### src/rtl/dispatch_buffer_pkg.sv
// Shared definitions for the dispatch buffer: FU bit positions, default widths
// and the packed control-field record carried by each entry.
package dispatch_buffer_pkg;

  localparam int unsigned FU_ALU = 0;
  localparam int unsigned FU_MUL = 1;
  localparam int unsigned FU_MEM = 2;

  localparam int unsigned DEF_REG_ADDRESS_SIZE = 5;
  localparam int unsigned DEF_REG_SIZE         = 32;
  localparam int unsigned DEF_ID_SIZE          = 4;
  localparam int unsigned DEF_DEPTH            = 4;
  localparam int unsigned DEF_NUM_FU           = 3;

  // Single-bit instruction attributes travelling with every entry.
  typedef struct packed {
    logic op;
    logic w;
    logic b;
  } ctrl_t;

endpackage

### src/rtl/dispatch_buffer_if.sv
// Decode/writeback/FU-side signal bundle of the dispatch buffer.
interface dispatch_buffer_if
  import dispatch_buffer_pkg::*;
#(
  parameter int unsigned REG_ADDRESS_SIZE = DEF_REG_ADDRESS_SIZE,
  parameter int unsigned REG_SIZE         = DEF_REG_SIZE,
  parameter int unsigned ID_SIZE          = DEF_ID_SIZE,
  parameter int unsigned NUM_FU           = DEF_NUM_FU
) ();

  logic                        in_valid;
  logic                        in_ready;
  logic [NUM_FU-1:0]           in_fu;
  logic                        in_op;
  logic                        in_w;
  logic                        in_b;
  logic [REG_ADDRESS_SIZE-1:0] in_dest;
  logic [REG_SIZE-1:0]         in_operand1;
  logic [REG_SIZE-1:0]         in_operand2;
  logic                        in_dep1;
  logic                        in_dep2;
  logic [ID_SIZE-1:0]          in_tag1;
  logic [ID_SIZE-1:0]          in_tag2;
  logic                        rob_stall;
  logic [ID_SIZE-1:0]          tail;
  logic                        wb_valid;
  logic [ID_SIZE-1:0]          wb_id;
  logic [REG_SIZE-1:0]         wb_value;
  logic [NUM_FU-1:0]           fu_stall;
  logic                        out_valid;
  logic [NUM_FU-1:0]           out_fu;
  logic                        out_op;
  logic                        out_w;
  logic                        out_b;
  logic [REG_ADDRESS_SIZE-1:0] out_dest;
  logic [REG_SIZE-1:0]         out_operand1;
  logic [REG_SIZE-1:0]         out_operand2;
  logic [ID_SIZE-1:0]          out_id;
  logic                        take_branch;

  modport master (
    output in_valid, in_fu, in_op, in_w, in_b, in_dest, in_operand1, in_operand2,
           in_dep1, in_dep2, in_tag1, in_tag2, rob_stall, wb_valid, wb_id, wb_value,
           fu_stall, take_branch,
    input  in_ready, tail, out_valid, out_fu, out_op, out_w, out_b, out_dest,
           out_operand1, out_operand2, out_id
  );

  modport slave (
    input  in_valid, in_fu, in_op, in_w, in_b, in_dest, in_operand1, in_operand2,
           in_dep1, in_dep2, in_tag1, in_tag2, rob_stall, wb_valid, wb_id, wb_value,
           fu_stall, take_branch,
    output in_ready, tail, out_valid, out_fu, out_op, out_w, out_b, out_dest,
           out_operand1, out_operand2, out_id
  );

endinterface

### src/rtl/dispatch_buffer_entry.sv
// One dispatch buffer slot: instruction fields, two operand/pending pairs and
// the tag compare that captures a broadcast result into a waiting operand.
module dispatch_entry
  import dispatch_buffer_pkg::*;
#(
  parameter int unsigned REG_ADDRESS_SIZE = DEF_REG_ADDRESS_SIZE,
  parameter int unsigned REG_SIZE         = DEF_REG_SIZE,
  parameter int unsigned ID_SIZE          = DEF_ID_SIZE,
  parameter int unsigned NUM_FU           = DEF_NUM_FU
) (
  input  logic                        clk,
  input  logic                        reset,
  input  logic                        wr_en,
  input  logic                        rd_en,
  input  logic                        flush,
  input  logic [NUM_FU-1:0]           wr_fu,
  input  ctrl_t                       wr_ctrl,
  input  logic [REG_ADDRESS_SIZE-1:0] wr_dest,
  input  logic [REG_SIZE-1:0]         wr_op1,
  input  logic [REG_SIZE-1:0]         wr_op2,
  input  logic                        wr_dep1,
  input  logic                        wr_dep2,
  input  logic [ID_SIZE-1:0]          wr_tag1,
  input  logic [ID_SIZE-1:0]          wr_tag2,
  input  logic [ID_SIZE-1:0]          wr_id,
  input  logic                        wb_valid,
  input  logic [ID_SIZE-1:0]          wb_id,
  input  logic [REG_SIZE-1:0]         wb_value,
  output logic [NUM_FU-1:0]           fu,
  output ctrl_t                       ctrl,
  output logic [REG_ADDRESS_SIZE-1:0] dest,
  output logic [REG_SIZE-1:0]         op1,
  output logic [REG_SIZE-1:0]         op2,
  output logic                        pend1,
  output logic                        pend2,
  output logic [ID_SIZE-1:0]          id
);

  logic                        valid_q, valid_d;
  logic [NUM_FU-1:0]           fu_q, fu_d;
  ctrl_t                       ctrl_q, ctrl_d;
  logic [REG_ADDRESS_SIZE-1:0] dest_q, dest_d;
  logic [REG_SIZE-1:0]         op1_q, op1_d, op2_q, op2_d;
  logic                        pend1_q, pend1_d, pend2_q, pend2_d;
  logic [ID_SIZE-1:0]          tag1_q, tag1_d, tag2_q, tag2_d, id_q, id_d;

  // Load on enqueue (resolving a same-cycle broadcast), otherwise snoop wakeups.
  always_comb begin
    valid_d = valid_q;
    fu_d    = fu_q;
    ctrl_d  = ctrl_q;
    dest_d  = dest_q;
    op1_d   = op1_q;
    op2_d   = op2_q;
    pend1_d = pend1_q;
    pend2_d = pend2_q;
    tag1_d  = tag1_q;
    tag2_d  = tag2_q;
    id_d    = id_q;
    if (flush) begin
      valid_d = 1'b0;
      pend1_d = 1'b0;
      pend2_d = 1'b0;
    end else if (wr_en) begin
      valid_d = 1'b1;
      fu_d    = wr_fu;
      ctrl_d  = wr_ctrl;
      dest_d  = wr_dest;
      tag1_d  = wr_tag1;
      tag2_d  = wr_tag2;
      id_d    = wr_id;
      op1_d   = wr_op1;
      pend1_d = wr_dep1;
      op2_d   = wr_op2;
      pend2_d = wr_dep2;
      if (wr_dep1 && wb_valid && (wr_tag1 == wb_id)) begin
        op1_d   = wb_value;
        pend1_d = 1'b0;
      end
      if (wr_dep2 && wb_valid && (wr_tag2 == wb_id)) begin
        op2_d   = wb_value;
        pend2_d = 1'b0;
      end
    end else begin
      if (rd_en) valid_d = 1'b0;
      if (valid_q && pend1_q && wb_valid && (tag1_q == wb_id)) begin
        op1_d   = wb_value;
        pend1_d = 1'b0;
      end
      if (valid_q && pend2_q && wb_valid && (tag2_q == wb_id)) begin
        op2_d   = wb_value;
        pend2_d = 1'b0;
      end
    end
  end

  // Slot state register.
  always_ff @(posedge clk or negedge reset) begin
    if (!reset) begin
      valid_q <= 1'b0;
      fu_q    <= '0;
      ctrl_q  <= '0;
      dest_q  <= '0;
      op1_q   <= '0;
      op2_q   <= '0;
      pend1_q <= 1'b0;
      pend2_q <= 1'b0;
      tag1_q  <= '0;
      tag2_q  <= '0;
      id_q    <= '0;
    end else begin
      valid_q <= valid_d;
      fu_q    <= fu_d;
      ctrl_q  <= ctrl_d;
      dest_q  <= dest_d;
      op1_q   <= op1_d;
      op2_q   <= op2_d;
      pend1_q <= pend1_d;
      pend2_q <= pend2_d;
      tag1_q  <= tag1_d;
      tag2_q  <= tag2_d;
      id_q    <= id_d;
    end
  end

  assign fu    = fu_q;
  assign ctrl  = ctrl_q;
  assign dest  = dest_q;
  assign op1   = op1_q;
  assign op2   = op2_q;
  assign pend1 = pend1_q;
  assign pend2 = pend2_q;
  assign id    = id_q;

endmodule

### src/rtl/dispatch_buffer.sv
// In-order dispatch buffer: allocates ROB IDs, holds instructions until their
// operands are ready and issues the head entry to its functional unit.
module dispatch_buffer
  import dispatch_buffer_pkg::*;
#(
  parameter int unsigned REG_ADDRESS_SIZE = DEF_REG_ADDRESS_SIZE,
  parameter int unsigned REG_SIZE         = DEF_REG_SIZE,
  parameter int unsigned ID_SIZE          = DEF_ID_SIZE,
  parameter int unsigned DEPTH            = DEF_DEPTH,
  parameter int unsigned NUM_FU           = DEF_NUM_FU
) (
  input logic         clk,
  input logic         reset,
  dispatch_buffer_if.slave bus
);

  localparam int unsigned PW = $clog2(DEPTH);
  localparam int unsigned CW = PW + 1;

  logic [PW-1:0]      head_q, head_d, wptr_q, wptr_d;
  logic [CW-1:0]      count_q, count_d;
  logic [ID_SIZE-1:0] tail_q, tail_d;
  logic               accept, issue, empty, full;

  logic [NUM_FU-1:0]           e_fu   [DEPTH];
  ctrl_t                       e_ctrl [DEPTH];
  logic [REG_ADDRESS_SIZE-1:0] e_dest [DEPTH];
  logic [REG_SIZE-1:0]         e_op1  [DEPTH];
  logic [REG_SIZE-1:0]         e_op2  [DEPTH];
  logic                        e_pend1[DEPTH];
  logic                        e_pend2[DEPTH];
  logic [ID_SIZE-1:0]          e_id   [DEPTH];

  for (genvar g = 0; g < DEPTH; g++) begin : g_entry
    dispatch_entry #(
      .REG_ADDRESS_SIZE(REG_ADDRESS_SIZE),
      .REG_SIZE        (REG_SIZE),
      .ID_SIZE         (ID_SIZE),
      .NUM_FU          (NUM_FU)
    ) u_entry (
      .clk     (clk),
      .reset   (reset),
      .wr_en   (accept && (wptr_q == PW'(g))),
      .rd_en   (issue && (head_q == PW'(g))),
      .flush   (bus.take_branch),
      .wr_fu   (bus.in_fu),
      .wr_ctrl ('{op: bus.in_op, w: bus.in_w, b: bus.in_b}),
      .wr_dest (bus.in_dest),
      .wr_op1  (bus.in_operand1),
      .wr_op2  (bus.in_operand2),
      .wr_dep1 (bus.in_dep1),
      .wr_dep2 (bus.in_dep2),
      .wr_tag1 (bus.in_tag1),
      .wr_tag2 (bus.in_tag2),
      .wr_id   (tail_q),
      .wb_valid(bus.wb_valid),
      .wb_id   (bus.wb_id),
      .wb_value(bus.wb_value),
      .fu      (e_fu[g]),
      .ctrl    (e_ctrl[g]),
      .dest    (e_dest[g]),
      .op1     (e_op1[g]),
      .op2     (e_op2[g]),
      .pend1   (e_pend1[g]),
      .pend2   (e_pend2[g]),
      .id      (e_id[g])
    );
  end

  // Handshake, issue decision, head-entry output mux and pointer/count update.
  always_comb begin
    empty  = (count_q == '0);
    full   = (count_q == CW'(DEPTH));
    // reset gates in_ready so it reads 0 for the whole reset assertion
    bus.in_ready = reset && !full && !bus.rob_stall && !bus.take_branch;
    accept = bus.in_valid && bus.in_ready;
    issue  = !empty && !e_pend1[head_q] && !e_pend2[head_q] &&
             ((e_fu[head_q] & bus.fu_stall) == '0) && !bus.take_branch;

    bus.out_valid    = issue;
    bus.out_fu       = '0;
    bus.out_op       = 1'b0;
    bus.out_w        = 1'b0;
    bus.out_b        = 1'b0;
    bus.out_dest     = '0;
    bus.out_operand1 = '0;
    bus.out_operand2 = '0;
    bus.out_id       = '0;
    if (!empty) begin
      bus.out_fu       = e_fu[head_q];
      bus.out_op       = e_ctrl[head_q].op;
      bus.out_w        = e_ctrl[head_q].w;
      bus.out_b        = e_ctrl[head_q].b;
      bus.out_dest     = e_dest[head_q];
      bus.out_operand1 = e_op1[head_q];
      bus.out_operand2 = e_op2[head_q];
      bus.out_id       = e_id[head_q];
    end
    bus.tail = tail_q;

    head_d  = head_q;
    wptr_d  = wptr_q;
    count_d = count_q;
    tail_d  = tail_q;
    if (bus.take_branch) begin
      head_d  = '0;
      wptr_d  = '0;
      count_d = '0;
    end else begin
      if (issue)  head_d = head_q + PW'(1);
      if (accept) begin
        wptr_d = wptr_q + PW'(1);
        tail_d = tail_q + ID_SIZE'(1);
      end
      if (accept && !issue)      count_d = count_q + CW'(1);
      else if (!accept && issue) count_d = count_q - CW'(1);
    end
  end

  // Pointer, occupancy and ROB tail registers.
  always_ff @(posedge clk or negedge reset) begin
    if (!reset) begin
      head_q  <= '0;
      wptr_q  <= '0;
      count_q <= '0;
      tail_q  <= '0;
    end else begin
      head_q  <= head_d;
      wptr_q  <= wptr_d;
      count_q <= count_d;
      tail_q  <= tail_d;
    end
  end

endmodule

### src/flat_wrapper.sv
// flat-port wrapper written by rule: the top's interface ports become plain ports
module dispatch_buffer_flat import dispatch_buffer_pkg::*;
#(
  parameter int unsigned REG_ADDRESS_SIZE = DEF_REG_ADDRESS_SIZE,
  parameter int unsigned REG_SIZE         = DEF_REG_SIZE,
  parameter int unsigned ID_SIZE          = DEF_ID_SIZE,
  parameter int unsigned DEPTH            = DEF_DEPTH,
  parameter int unsigned NUM_FU           = DEF_NUM_FU
)
  (clk, reset, bus_in_valid, bus_in_fu, bus_in_op, bus_in_w, bus_in_b, bus_in_dest, bus_in_operand1, bus_in_operand2, bus_in_dep1, bus_in_dep2, bus_in_tag1, bus_in_tag2, bus_rob_stall, bus_wb_valid, bus_wb_id, bus_wb_value, bus_fu_stall, bus_take_branch, bus_in_ready, bus_tail, bus_out_valid, bus_out_fu, bus_out_op, bus_out_w, bus_out_b, bus_out_dest, bus_out_operand1, bus_out_operand2, bus_out_id);
  dispatch_buffer_if #(.REG_ADDRESS_SIZE(REG_ADDRESS_SIZE), .REG_SIZE(REG_SIZE), .ID_SIZE(ID_SIZE), .NUM_FU(NUM_FU)) bus_i ();
  input logic clk;
  input logic reset;
  input wire logic [$bits(bus_i.in_valid)-1:0] bus_in_valid;
  input wire logic [$bits(bus_i.in_fu)-1:0] bus_in_fu;
  input wire logic [$bits(bus_i.in_op)-1:0] bus_in_op;
  input wire logic [$bits(bus_i.in_w)-1:0] bus_in_w;
  input wire logic [$bits(bus_i.in_b)-1:0] bus_in_b;
  input wire logic [$bits(bus_i.in_dest)-1:0] bus_in_dest;
  input wire logic [$bits(bus_i.in_operand1)-1:0] bus_in_operand1;
  input wire logic [$bits(bus_i.in_operand2)-1:0] bus_in_operand2;
  input wire logic [$bits(bus_i.in_dep1)-1:0] bus_in_dep1;
  input wire logic [$bits(bus_i.in_dep2)-1:0] bus_in_dep2;
  input wire logic [$bits(bus_i.in_tag1)-1:0] bus_in_tag1;
  input wire logic [$bits(bus_i.in_tag2)-1:0] bus_in_tag2;
  input wire logic [$bits(bus_i.rob_stall)-1:0] bus_rob_stall;
  input wire logic [$bits(bus_i.wb_valid)-1:0] bus_wb_valid;
  input wire logic [$bits(bus_i.wb_id)-1:0] bus_wb_id;
  input wire logic [$bits(bus_i.wb_value)-1:0] bus_wb_value;
  input wire logic [$bits(bus_i.fu_stall)-1:0] bus_fu_stall;
  input wire logic [$bits(bus_i.take_branch)-1:0] bus_take_branch;
  output wire logic [$bits(bus_i.in_ready)-1:0] bus_in_ready;
  output wire logic [$bits(bus_i.tail)-1:0] bus_tail;
  output wire logic [$bits(bus_i.out_valid)-1:0] bus_out_valid;
  output wire logic [$bits(bus_i.out_fu)-1:0] bus_out_fu;
  output wire logic [$bits(bus_i.out_op)-1:0] bus_out_op;
  output wire logic [$bits(bus_i.out_w)-1:0] bus_out_w;
  output wire logic [$bits(bus_i.out_b)-1:0] bus_out_b;
  output wire logic [$bits(bus_i.out_dest)-1:0] bus_out_dest;
  output wire logic [$bits(bus_i.out_operand1)-1:0] bus_out_operand1;
  output wire logic [$bits(bus_i.out_operand2)-1:0] bus_out_operand2;
  output wire logic [$bits(bus_i.out_id)-1:0] bus_out_id;
  assign bus_i.in_valid = bus_in_valid;
  assign bus_i.in_fu = bus_in_fu;
  assign bus_i.in_op = bus_in_op;
  assign bus_i.in_w = bus_in_w;
  assign bus_i.in_b = bus_in_b;
  assign bus_i.in_dest = bus_in_dest;
  assign bus_i.in_operand1 = bus_in_operand1;
  assign bus_i.in_operand2 = bus_in_operand2;
  assign bus_i.in_dep1 = bus_in_dep1;
  assign bus_i.in_dep2 = bus_in_dep2;
  assign bus_i.in_tag1 = bus_in_tag1;
  assign bus_i.in_tag2 = bus_in_tag2;
  assign bus_i.rob_stall = bus_rob_stall;
  assign bus_i.wb_valid = bus_wb_valid;
  assign bus_i.wb_id = bus_wb_id;
  assign bus_i.wb_value = bus_wb_value;
  assign bus_i.fu_stall = bus_fu_stall;
  assign bus_i.take_branch = bus_take_branch;
  assign bus_in_ready = bus_i.in_ready;
  assign bus_tail = bus_i.tail;
  assign bus_out_valid = bus_i.out_valid;
  assign bus_out_fu = bus_i.out_fu;
  assign bus_out_op = bus_i.out_op;
  assign bus_out_w = bus_i.out_w;
  assign bus_out_b = bus_i.out_b;
  assign bus_out_dest = bus_i.out_dest;
  assign bus_out_operand1 = bus_i.out_operand1;
  assign bus_out_operand2 = bus_i.out_operand2;
  assign bus_out_id = bus_i.out_id;
  dispatch_buffer #(.REG_ADDRESS_SIZE(REG_ADDRESS_SIZE), .REG_SIZE(REG_SIZE), .ID_SIZE(ID_SIZE), .DEPTH(DEPTH), .NUM_FU(NUM_FU)) u_core (.clk(clk), .reset(reset), .bus(bus_i));
endmodule
### config.mk
export PLATFORM = sky130hd
export DESIGN_NAME = dispatch_buffer_flat
export DESIGN_NICKNAME = d
export VERILOG_FILES = /design/src/rtl/dispatch_buffer_pkg.sv /design/src/rtl/dispatch_buffer_if.sv /design/src/rtl/dispatch_buffer_entry.sv /design/src/rtl/dispatch_buffer.sv /design/src/flat_wrapper.sv
export SDC_FILE = /design/constraint.sdc
export NUM_CORES = 1
export LEC_CHECK = 0
export ABC_CLOCK_PERIOD_IN_PS = 5500
export BUFFER_PORTS_ARGS = -buffer_cell sky130_fd_sc_hd__buf_2
export CORE_ASPECT_RATIO = 1.1
export CORE_UTILIZATION = 53
export CTS_CLUSTER_DIAMETER = 120
export DETAILED_ROUTE_END_ITERATION = 7
export PLACE_DENSITY = 0.84
export SLEW_MARGIN = 20
export SYNTH_ARGS = -nofsm -noshare
export SYNTH_HDL_FRONTEND = slang
export SYNTH_HIERARCHICAL = 1
export SYNTH_SLANG_ARGS = --single-unit
export TNS_END_PERCENT = 1
### constraint.sdc
create_clock -name clk -period 5.5 [get_ports clk]
set_clock_uncertainty 0.2 [all_clocks]
set_input_delay 1.375 -clock clk [delete_from_list [all_inputs] [get_ports clk]]
set_output_delay 1.375 -clock clk [all_outputs]
set_load 0.02 [all_outputs]
Word-level counts from Yosys, hierarchy flattened --
Cells that the tools add are included.
Storage, ports and cells: bits in registers 371, word-level logic and storage cells 271
Operators by class: $add $sub $neg 5, $lt $le $gt $ge 1, equality and inequality tests 17, muxes and demuxes 95, bitwise logic cells 3, reductions and logical operators 94
Operator list (number):
- 2-to-1 mux 32 bit | 24
- binary-select mux 32 bit (select 2 bit) | 2
- logical AND 1 bit | 46
- 2-to-1 mux 1 bit | 45
- == test 4 bit | 10
- nonzero test 3 bit | 13
- AND reduction 2 bit | 13
- 2-to-1 mux 3 bit | 8
- nonzero test 2 bit | 10
- 2-to-1 mux 5 bit | 3
- binary-select mux 3 bit (select 2 bit) | 2
- 2-to-1 mux 4 bit | 3
- binary-select mux 5 bit (select 2 bit) | 1
- binary-select mux 4 bit (select 2 bit) | 1
- == test 2 bit (second input constant) | 4
- logical NOT 1 bit | 8
- 2-to-1 mux 2 bit | 4
- logical NOT 3 bit | 2
- adder 2 x 1 -> 2 bit (second input constant) | 2
- adder 4 x 1 -> 4 bit (second input constant) | 1
- binary-select mux 1 bit (select 2 bit) | 2
- == test 2 x 1 -> 1 bit (second input constant) | 2
- logical NOT 2 bit | 2
- adder 3 x 1 -> 3 bit (second input constant) | 1
- 6 further kinds | 6

Logic depth before layout (Yosys ltp) --
Gate-level depths: netlist of run 1.
depth after elaboration 13, gate-level depth with buffers 11, depth with buffers taken out 10

Hierarchy --
Netlist of run 1, hierarchy kept.
Modules (own cells, without submodules):
- dispatch_entry | instances 4, cells an instance 298, area each 4349.2 um^2
- dispatch_buffer | instances 1, cells an instance 272, area each 3225.6 um^2

Worst setup path after synthesis of run 1 --
OpenSTA, ideal clock, no wires.
path type input-to-reg, start point input port bus_take_branch, end point register u_core.g_entry[0].u_entry.ctrl_q (netlist bit u_core/g_entry[0].u_entry/ctrl[0]), setup time 0.125 ns, data arrival time 3.360 ns, data required time 5.175 ns, slack 1.816 ns, stages 9, buffers on the path 3, path through nor2_1 and4_1 buf_2 buf_2 and2_1 inv_1 nor2_1 clkbuf_1 mux2_2
Between the ends: cells in the longest elaborated chain, start to end 5, elaborated cells on any way between the ends 6
Ends and longest elaborated chain:
- from (decl) | line flat_wrapper.sv:31 | input wire logic [$bits(bus_i.take_branch)-1:0] bus_take_branch;
- logical NOT 1 bit | line dispatch_buffer.sv:75 | bus.in_ready = reset && !full && !bus.rob_stall && !bus.take_branch;
- logical AND 1 bit | line dispatch_buffer.sv:75
- logical AND 1 bit | line dispatch_buffer.sv:76 | accept = bus.in_valid && bus.in_ready;
- logical AND 1 bit | line dispatch_buffer.sv:43 | .wr_en (accept && (wptr_q == PW'(g))),
- AND reduction 2 bit (no line) (*)
- to (signal assigned) | line dispatch_buffer_entry.sv:114 | ctrl_q <= ctrl_d;
- to (decl) | line dispatch_buffer_entry.sv:41 | ctrl_t ctrl_q, ctrl_d;
Every way passes the cells marked *; elsewhere a longest branch is shown, timed or not. A chain may end at the register's enable or synchronous reset.

Worst setup path after layout of run 1 --
start point register u_core.head_q[0], end point output port bus_out_valid
Between the ends: cells in the longest elaborated chain, start to end 9, elaborated cells on any way between the ends 18
Ends and longest elaborated chain:
- from (decl) | line dispatch_buffer.sv:20 | logic [PW-1:0] head_q, head_d, wptr_q, wptr_d;
- from (signal assigned) | line dispatch_buffer.sv:123 | head_q <= '0;
- from (signal assigned) | line dispatch_buffer.sv:128 | head_q <= head_d;
- inverter 2 -> 3 bit (not written as such) (*) | line dispatch_buffer.sv:77, dispatch_buffer.sv:78
- parallel branches: the longest is 6 deep, another holds binary-select mux 3 bit (select 2 bit)
- logical AND 1 bit (*) | line dispatch_buffer.sv:77 | issue = !empty && !e_pend1[head_q] && !e_pend2[head_q] &&
- logical AND 1 bit (*) | line dispatch_buffer.sv:78 | ((e_fu[head_q] & bus.fu_stall) == '0) && !bus.take_branch;
- to (decl) | line flat_wrapper.sv:34 | output wire logic [$bits(bus_i.out_valid)-1:0] bus_out_valid;
Mark *: on every way between the ends. The select of a mux whose other input is x is not followed.

==> impl_metrics.json, run 1 <==
{
  "crit_type": "reg -> out",
  "power.internal_uw": 6026,
  "via_per_inst": 6.078,
  "die_h_um": 208.9,
  "max_freq_ghz": 0.2165,
  "clk_latency_ps": 540,
  "final_util": 0.6186,
  "ant_nets": 0,
  "root_buffer": "clkbuf_16",
  "hold_class": "reg -> reg",
  "async_flop_share": 1.000,
  "cts_hold_buf": 0,
  "synth-main-ff-cell": "dfrtp_1",
  "switching_share": 0.3249,
  "fin_setup_tns_ps": 0,
  "worst_setup_path_end_kind": "output port",
  "nNetsFinal": 1805,
  "synth_seq_area_share": 0.4502,
  "switchingPower_uw": 2900,
  "syn_avg_cell_area_um2": 14.09,
  "die_area_um2": 39700,
  "relSlewSlack": 0.3403,
  "start_kind": "flop",
  "finalHoldViolations": 0,
  "drv_slew": 0,
  "fin_crit_sh": 0.8398,
  "core-area_um2": 38290,
  "start_util": 0.5386,
  "die_width_um": 190.1,
  "cts_setup_buffers": 0,
  "place_congestion": 0.8242,
  "synth_cells": 1464,
  "placed_area_um2": 22260,
  "layout_common_cells": "dfrtp_1 (369), mux2_2 (364), mux2_1 (240)",
  "ys_seq_elements": 371,
  "synth_top_area_cell": "dfrtp_1",
  "area_growth_pct": 14.84,
  "port_buffers": 214,
  "peakVddDrop_mv": 0.3117,
  "rsz0062_at_grt": "false",
  "p_leak_uw": 0.01100,
  "num_rows": 75,
  "path_clk_slew_ps": 60,
  "synth_cell_types": 47,
  "post-dp-hpwl_um": 33950,
  "layout_commonest_cell": "dfrtp_1",
  "finalInstanceArea_um2": 23680,
  "drive_gt1_frac": 0.4652,
  "grt_pass1_vias": 14740,
  "outcome": "finished, final reports clean",
  "drt_first_pass_iters": 5,
  "cp_data_required_time_ps": 3920,
  "layout_min_cycle_time_ps": 4619,
  "synth-edff-count": 0,
  "drv_cap": 0,
  "worst-path-max-fanout": 35,
  "cts_tree": "done",
  "grt_max_degree": 78,
  "worstPathArrival_ps": 3040,
  "cts_buffers": 41,
  "drc_errors": 0,
  "seq_power_share": 0.378,
  "p_comb_frac": 0.310,
  "antenna_found_initial": 9,
  "pin_count": 215,
  "wl_per_cell_um": 24.11,
  "synth_nets": 1604,
  "initialDrtViolationCount": 705,
  "ys_warn_count": 6,
  "r2r_slack_ps": 1940,
  "overflow": 0,
  "cellPowerDensity_nw_per_um2": 376.9,
  "synthesis.area_um2": 20620,
  "setup_viol": 0,
  "h-tree-depth": 2,
  "cts.sinks": 371,
  "synth_area_leaders": "dfrtp_1 (45%), mux2_2 (20%), mux2_1 (13%), mux4_2 (8.7%), nor2b_1 (2.6%)",
  "grtUsageTotal": 0.2766,
  "finalWirelength_um": 53150,
  "num_vias": 13400,
  "clk_path_buf_depth": 3,
  "worstMarginPinSlew_ps": 989.5,
  "yosys.area.top_type_share": 0.4502,
  "cts_resized": 0,
  "clockPowerShare": 0.312,
  "grt_pass1_wl_um": 84730
}
cell usage after synthesis, drive strengths merged (2+ instances only):
| cell type | number |
|---|---|
| inv | 19 |
| mux4 | 80 |
| nor2 | 14 |
| a21oi | 24 |
| o311ai | 4 |
| nor3 | 2 |
| nand2 | 15 |
| nor2b | 87 |
| o31ai | 4 |
| xnor2 | 30 |
| clkbuf | 37 |
| nand4 | 10 |
| and2 | 8 |
| a2111o | 4 |
| or3 | 2 |
| o21ai | 6 |
| mux2 | 604 |
| o211ai | 4 |
| nor4 | 2 |
| xor2 | 28 |
| nand3 | 17 |
| ha | 9 |
| or4 | 8 |
| o221ai | 4 |
| nand2b | 10 |
| dfrtp | 371 |
| buf | 52 |
layout make-up:
cell class / instances / area (um^2)
Timing Repair Buffer: 247 / 1399
Antenna cell: 8 / 20.02
Sequential cell: 371 / 9291
Clock inverter: 16 / 183.9
Clock buffer: 58 / 1200
Fill cell: 2782 / 14600
Inverter: 19 / 71.32
Multi-Input combinational cell: 985 / 10890
Tap cell: 500 / 625.6
flip-flops by register name (all words and copies together), names as in the netlist, 12 cells and up:
register / cells
u_core/g_entry.u_entry/dest: 20
u_core/g_entry.u_entry/tag2_q: 16
u_core/g_entry.u_entry/fu: 12
u_core/g_entry.u_entry/op2: 128
u_core/g_entry.u_entry/tag1_q: 16
u_core/g_entry.u_entry/op1: 128
u_core/g_entry.u_entry/id: 16
u_core/g_entry.u_entry/ctrl: 12
worst paths after layout:
kind	cells past startpoint	startpoint	end
hold reg to reg	1	u_core/g_entry[1].u_entry/op2[26]	u_core/g_entry[1].u_entry/op2[26]
min in group asynchronous	1	reset	u_core/g_entry[2].u_entry/id[1]
hold / removal	1	u_core/g_entry[1].u_entry/op2[26]	u_core/g_entry[1].u_entry/op2[26]
max in group asynchronous	3	reset	u_core/g_entry[1].u_entry/op1[2]
setup reg to reg	9	u_core/head_q[0]	u_core/count_q[1]
setup / recovery	5	u_core/head_q[0]	bus_out_valid
logic make-up (layout without fill, tap and decap cells):
kind of cell | count (synthesis) | after routing | synth area share
other cells | 0 | 8 | 0
buf+inv | 108 | 340 | 0.02755
flops | 371 | 371 | 0.4502
compound gates | 54 | 54 | 0.02154
mux | 685 | 685 | 0.4177
simple gates | 178 | 178 | 0.05200
fa+ha+maj | 10 | 10 | 0.006431
xor+xnor | 58 | 58 | 0.02463
worst max-delay path, stage by stage (launching register included):
cell and delay [ps]:
dfrtp_4 950, mux4_2 620, a21oi_1 340, nand3_4 190, nor2_4 180, buf_2 210
layer usage:
| metal | GRT usage | wire (um) | up-vias |
|---|---|---|---|
| li1 | - | - | 5822 |
| met2 | 0.4708 | 26940 | 455 |
| met5 | 0 | 27 | - |
| met4 | 0.1032 | 1744 | 4 |
| met1 | 0.3529 | 21540 | 7001 |
| met3 | 0.04636 | 2890 | 113 |
through the flow:
step	cells	total power (uW)	worst slack [ps]	hold WS [ps]
after floorplan	1464	5238	1816	252.4
after global placement	2121	6103	1024	261.9
after global routing	2202	9320	706.7	298.6
after CTS	2195	8996	828.4	286.7
after detailed placement	2121	6178	938.9	273.7
final	2204	8926	881.2	283.9
power groups by stage:
stage | combinational (uW) | clock [uW] | sequential (uW)
2_1_floorplan | 1980 | 0 | 3260
3_3_place_gp | 2710 | 0 | 3390
3_5_place_dp | 2760 | 0 | 3420
4_1_cts | 2790 | 2840 | 3370
5_1_grt | 2950 | 2950 | 3420
6_report | 2770 | 2780 | 3370
(Power assumes the default switching activity.)
==> run 2: changes to the inputs <==
ABC_AREA = 1   (was not set)
ABC_CLOCK_PERIOD_IN_PS = 4500   (was 5500)
PLACE_DENSITY = 0.83   (was 0.84)
clock period = 4.5 ns   (was 5.5 ns; I/O delays follow)
==> run 2 against run 1 <==
  * Design area up 7.7%
  * Clock power grew 24%
  * Synthesized cell count rose by 110%
  * Sequential power increased by 23%
  * Combinational power up 54%
  * Critical path type unchanged
==> impl_metrics.json, run 2 <==
{
  "overflow": 0,
  "synth_cell_types": 30,
  "drive_gt1_frac": 0.1533,
  "final-seq-area_um2": 9291,
  "worstMarginPinSlew_ps": 1113,
  "wl_per_cell_um": 20.32,
  "cellPowerDensity_nw_per_um2": 464.7,
  "clk_latency_ps": 550,
  "ys_warn_count": 6,
  "async_flop_share": 1.000,
  "synth-edff-count": 0,
  "p_leak_uw": 0.01357,
  "cpMaxStageDelayCell": "dfrtp_4",
  "worstPathArrival_ps": 3010,
  "yosys.area.top_type_share": 0.4064,
  "worstSetupEndpoint": "bus_out_operand1[5]",
  "ys_seq_elements": 371,
  "drv_slew": 0,
  "synth_area_leaders": "dfrtp_1 (41%), nand2_1 (17%), nand3b_1 (8.4%), nor2_1 (6.1%), nand3_1 (5.6%)",
  "worst_setup_path_end_kind": "output port",
  "die_width_um": 200.0,
  "num_vias": 22930,
  "relSlewSlack": 0.2580,
  "outcome": "finished, final reports clean",
  "cts_setup_buffers": 0,
  "yosysMostFrequentCell": "nand2_1",
  "fin_crit_sh": 0.9627,
  "pin_count": 215,
  "syn_avg_cell_area_um2": 7.280,
  "reg2reg_to": "u_core/count_q[2]",
  "clk_path_buf_depth": 3,
  "crit_chain": "inv_6, buf_12, o21ai_0, a21oi_1, buf_2",
  "peakVddDrop_mv": 0.2765,
  "cp_data_required_time_ps": 3170,
  "worst-path-max-fanout": 75,
  "crit_start": "u_core/head_q[0]",
  "die_h_um": 219.7,
  "synthesis.area_um2": 22840,
  "fin_setup_tns_ps": 0,
  "rr_worst_depth": 16,
  "dp_slack_ps": 715.7,
  "hold_class": "reg -> reg",
  "drt_first_pass_iters": 6,
  "synth_common_cells": "nand2_1 (1012), nor2_1 (372), dfrtp_1 (371), nand3_1 (256), nand3b_1 (256)",
  "layout_common_cells": "nand2_1 (1012), dfrtp_1 (369), nor2_1 (368)",
  "num_rows": 79,
  "area_growth_pct": 11.63,
  "cts_tree": "done",
  "via_per_inst": 5.939,
  "setup_ws_ps": 167.8,
  "path_clk_slew_ps": 60,
  "drv_cap": 0,
  "layout_commonest_cell": "nand2_1",
  "layout_min_cycle_time_ps": 4332,
  "rsz0062_at_grt": "false",
  "synth_top_area_cell": "dfrtp_1",
  "finalHoldViolations": 0,
  "fillers": 3793,
  "cp_slowest_stage_delay_ps": 670,
  "start_kind": "flop",
  "grtUsageTotal": 0.3562,
  "r2r_slack_ps": 1260,
  "root_buffer": "clkbuf_16",
  "final_util": 0.6014,
  "p_total_uw": 11850,
  "r2r-start": "u_core/head_q[0]",
  "cp.depth": 5,
  "finalWirelength_um": 78420,
  "synth_seq_area_share": 0.4064,
  "critPathTopFamily": "buffers and inverters",
  "grt_max_degree": 176,
  "grt_pass1_vias": 21570,
  "die_area_um2": 43940,
  "synth_nets": 3278,
  "initialDrtViolationCount": 2864,
  "port_buffers": 214,
  "place_congestion": 0.8915,
  "synth_cells": 3138,
  "core-area_um2": 42400,
  "crit_type": "reg -> out",
  "drc_errors": 0,
  "cts_buffers": 40,
  "max_freq_ghz": 0.2308,
  "start_util": 0.5387,
  "nNetsFinal": 3398,
  "critical_path_buf_inv_count": 3,
  "ant_nets": 0,
  "cts_hold_buf": 0,
  "post-dp-hpwl_um": 47570,
  "antenna_found_initial": 12,
  "grt_pass1_wl_um": 120000,
  "cts.sinks": 371,
  "synth-main-ff-cell": "dfrtp_1",
  "h-tree-depth": 2,
  "setup_viol": 0,
  "multiInputGateArea_um2": 11550
}
==> run 2: cell types whose count changed after synthesis, sizes merged, moves of 207 or more <==
cell,previous run,this run
inv,19,226
mux2,604,60
nand2,15,1024
nand3,17,310
nand3b,0,256
nor2,14,374
==> run 2: power breakdown <==
group	switching, uW	total, uW	internal [uW]
sequential	353	4140	3780
clock	1380	3450	2070
combinational	2930	4270	1340
total	4660	11900	7190
==> run 2: cells by family after synthesis <==
logic type / share of synthesized area
mux: 0.02958
xor+xnor: 0.004601
simple gates: 0.3966
flops: 0.4064
fa+ha+maj: 0.005806
compound gates: 0.06770
buf+inv: 0.08928
==> run 2: metal layers <==
layer | vias to the layer above | wire [um] | track usage
met3 | 396 | 10640 | 0.09734
li1 | 10250 | - | -
met2 | 1693 | 34650 | 0.5438
met1 | 10570 | 28640 | 0.4561
met4 | 10 | 4439 | 0.1980
met5 | - | 56 | 0
==> run 2: worst min-delay path by stage <==
stage / from / end / depth (start not counted)
2_1_floorplan: u_core/g_entry[1].u_entry/op1[0] / u_core/g_entry[1].u_entry/op1[0] / 2
3_3_place_gp: u_core/g_entry[3].u_entry/op2[8] / u_core/g_entry[3].u_entry/op2[8] / 2
3_5_place_dp: u_core/g_entry[3].u_entry/op1[29] / u_core/g_entry[3].u_entry/op1[29] / 2
4_1_cts: u_core/g_entry[3].u_entry/op2[9] / u_core/g_entry[3].u_entry/op2[9] / 2
5_1_grt: u_core/g_entry[1].u_entry/op2[20] / u_core/g_entry[1].u_entry/op2[20] / 2
6_report: u_core/g_entry[3].u_entry/op2[2] / u_core/g_entry[3].u_entry/op2[2] / 2
==> run 2: final cells by class <==
type,count,area share
multi-input cells,2340,0.4529
well taps,567,0.02782
diodes,6,0.0005888
inverters,227,0.03371
flip-flops and latches,371,0.3643
repair buffers,278,0.06712
clock buffers,53,0.04475
clock inverters,18,0.008733
==> run 2: timing repair <==
item | in CTS | in global routing
hold endpoints to repair | 0 | 0
resized for setup | 0 | 1
endpoints found under the setup margin | 0 | 1
==> run 2: worst register-to-register path: cells and delay by family (launching register included) <==
family        cells  cell delay, ps
flops             1             730
fa+ha+maj         1             380
simple gates     11            1150
xor+xnor          1             200
buf+inv           3             470
==> run 2: per-stage QoR <==
| stage | hold WS, ps | cell area (um^2) | std cells |
|---|---|---|---|
| floorplan | 243.7 | 22840 | 3138 |
| global placement | 256.3 | 24120 | 3783 |
| detailed placement | 259.7 | 24120 | 3783 |
| CTS | 275.8 | 25490 | 3854 |
| global route | 287.9 | 25500 | 3860 |
| finish | 271.6 | 25500 | 3860 |
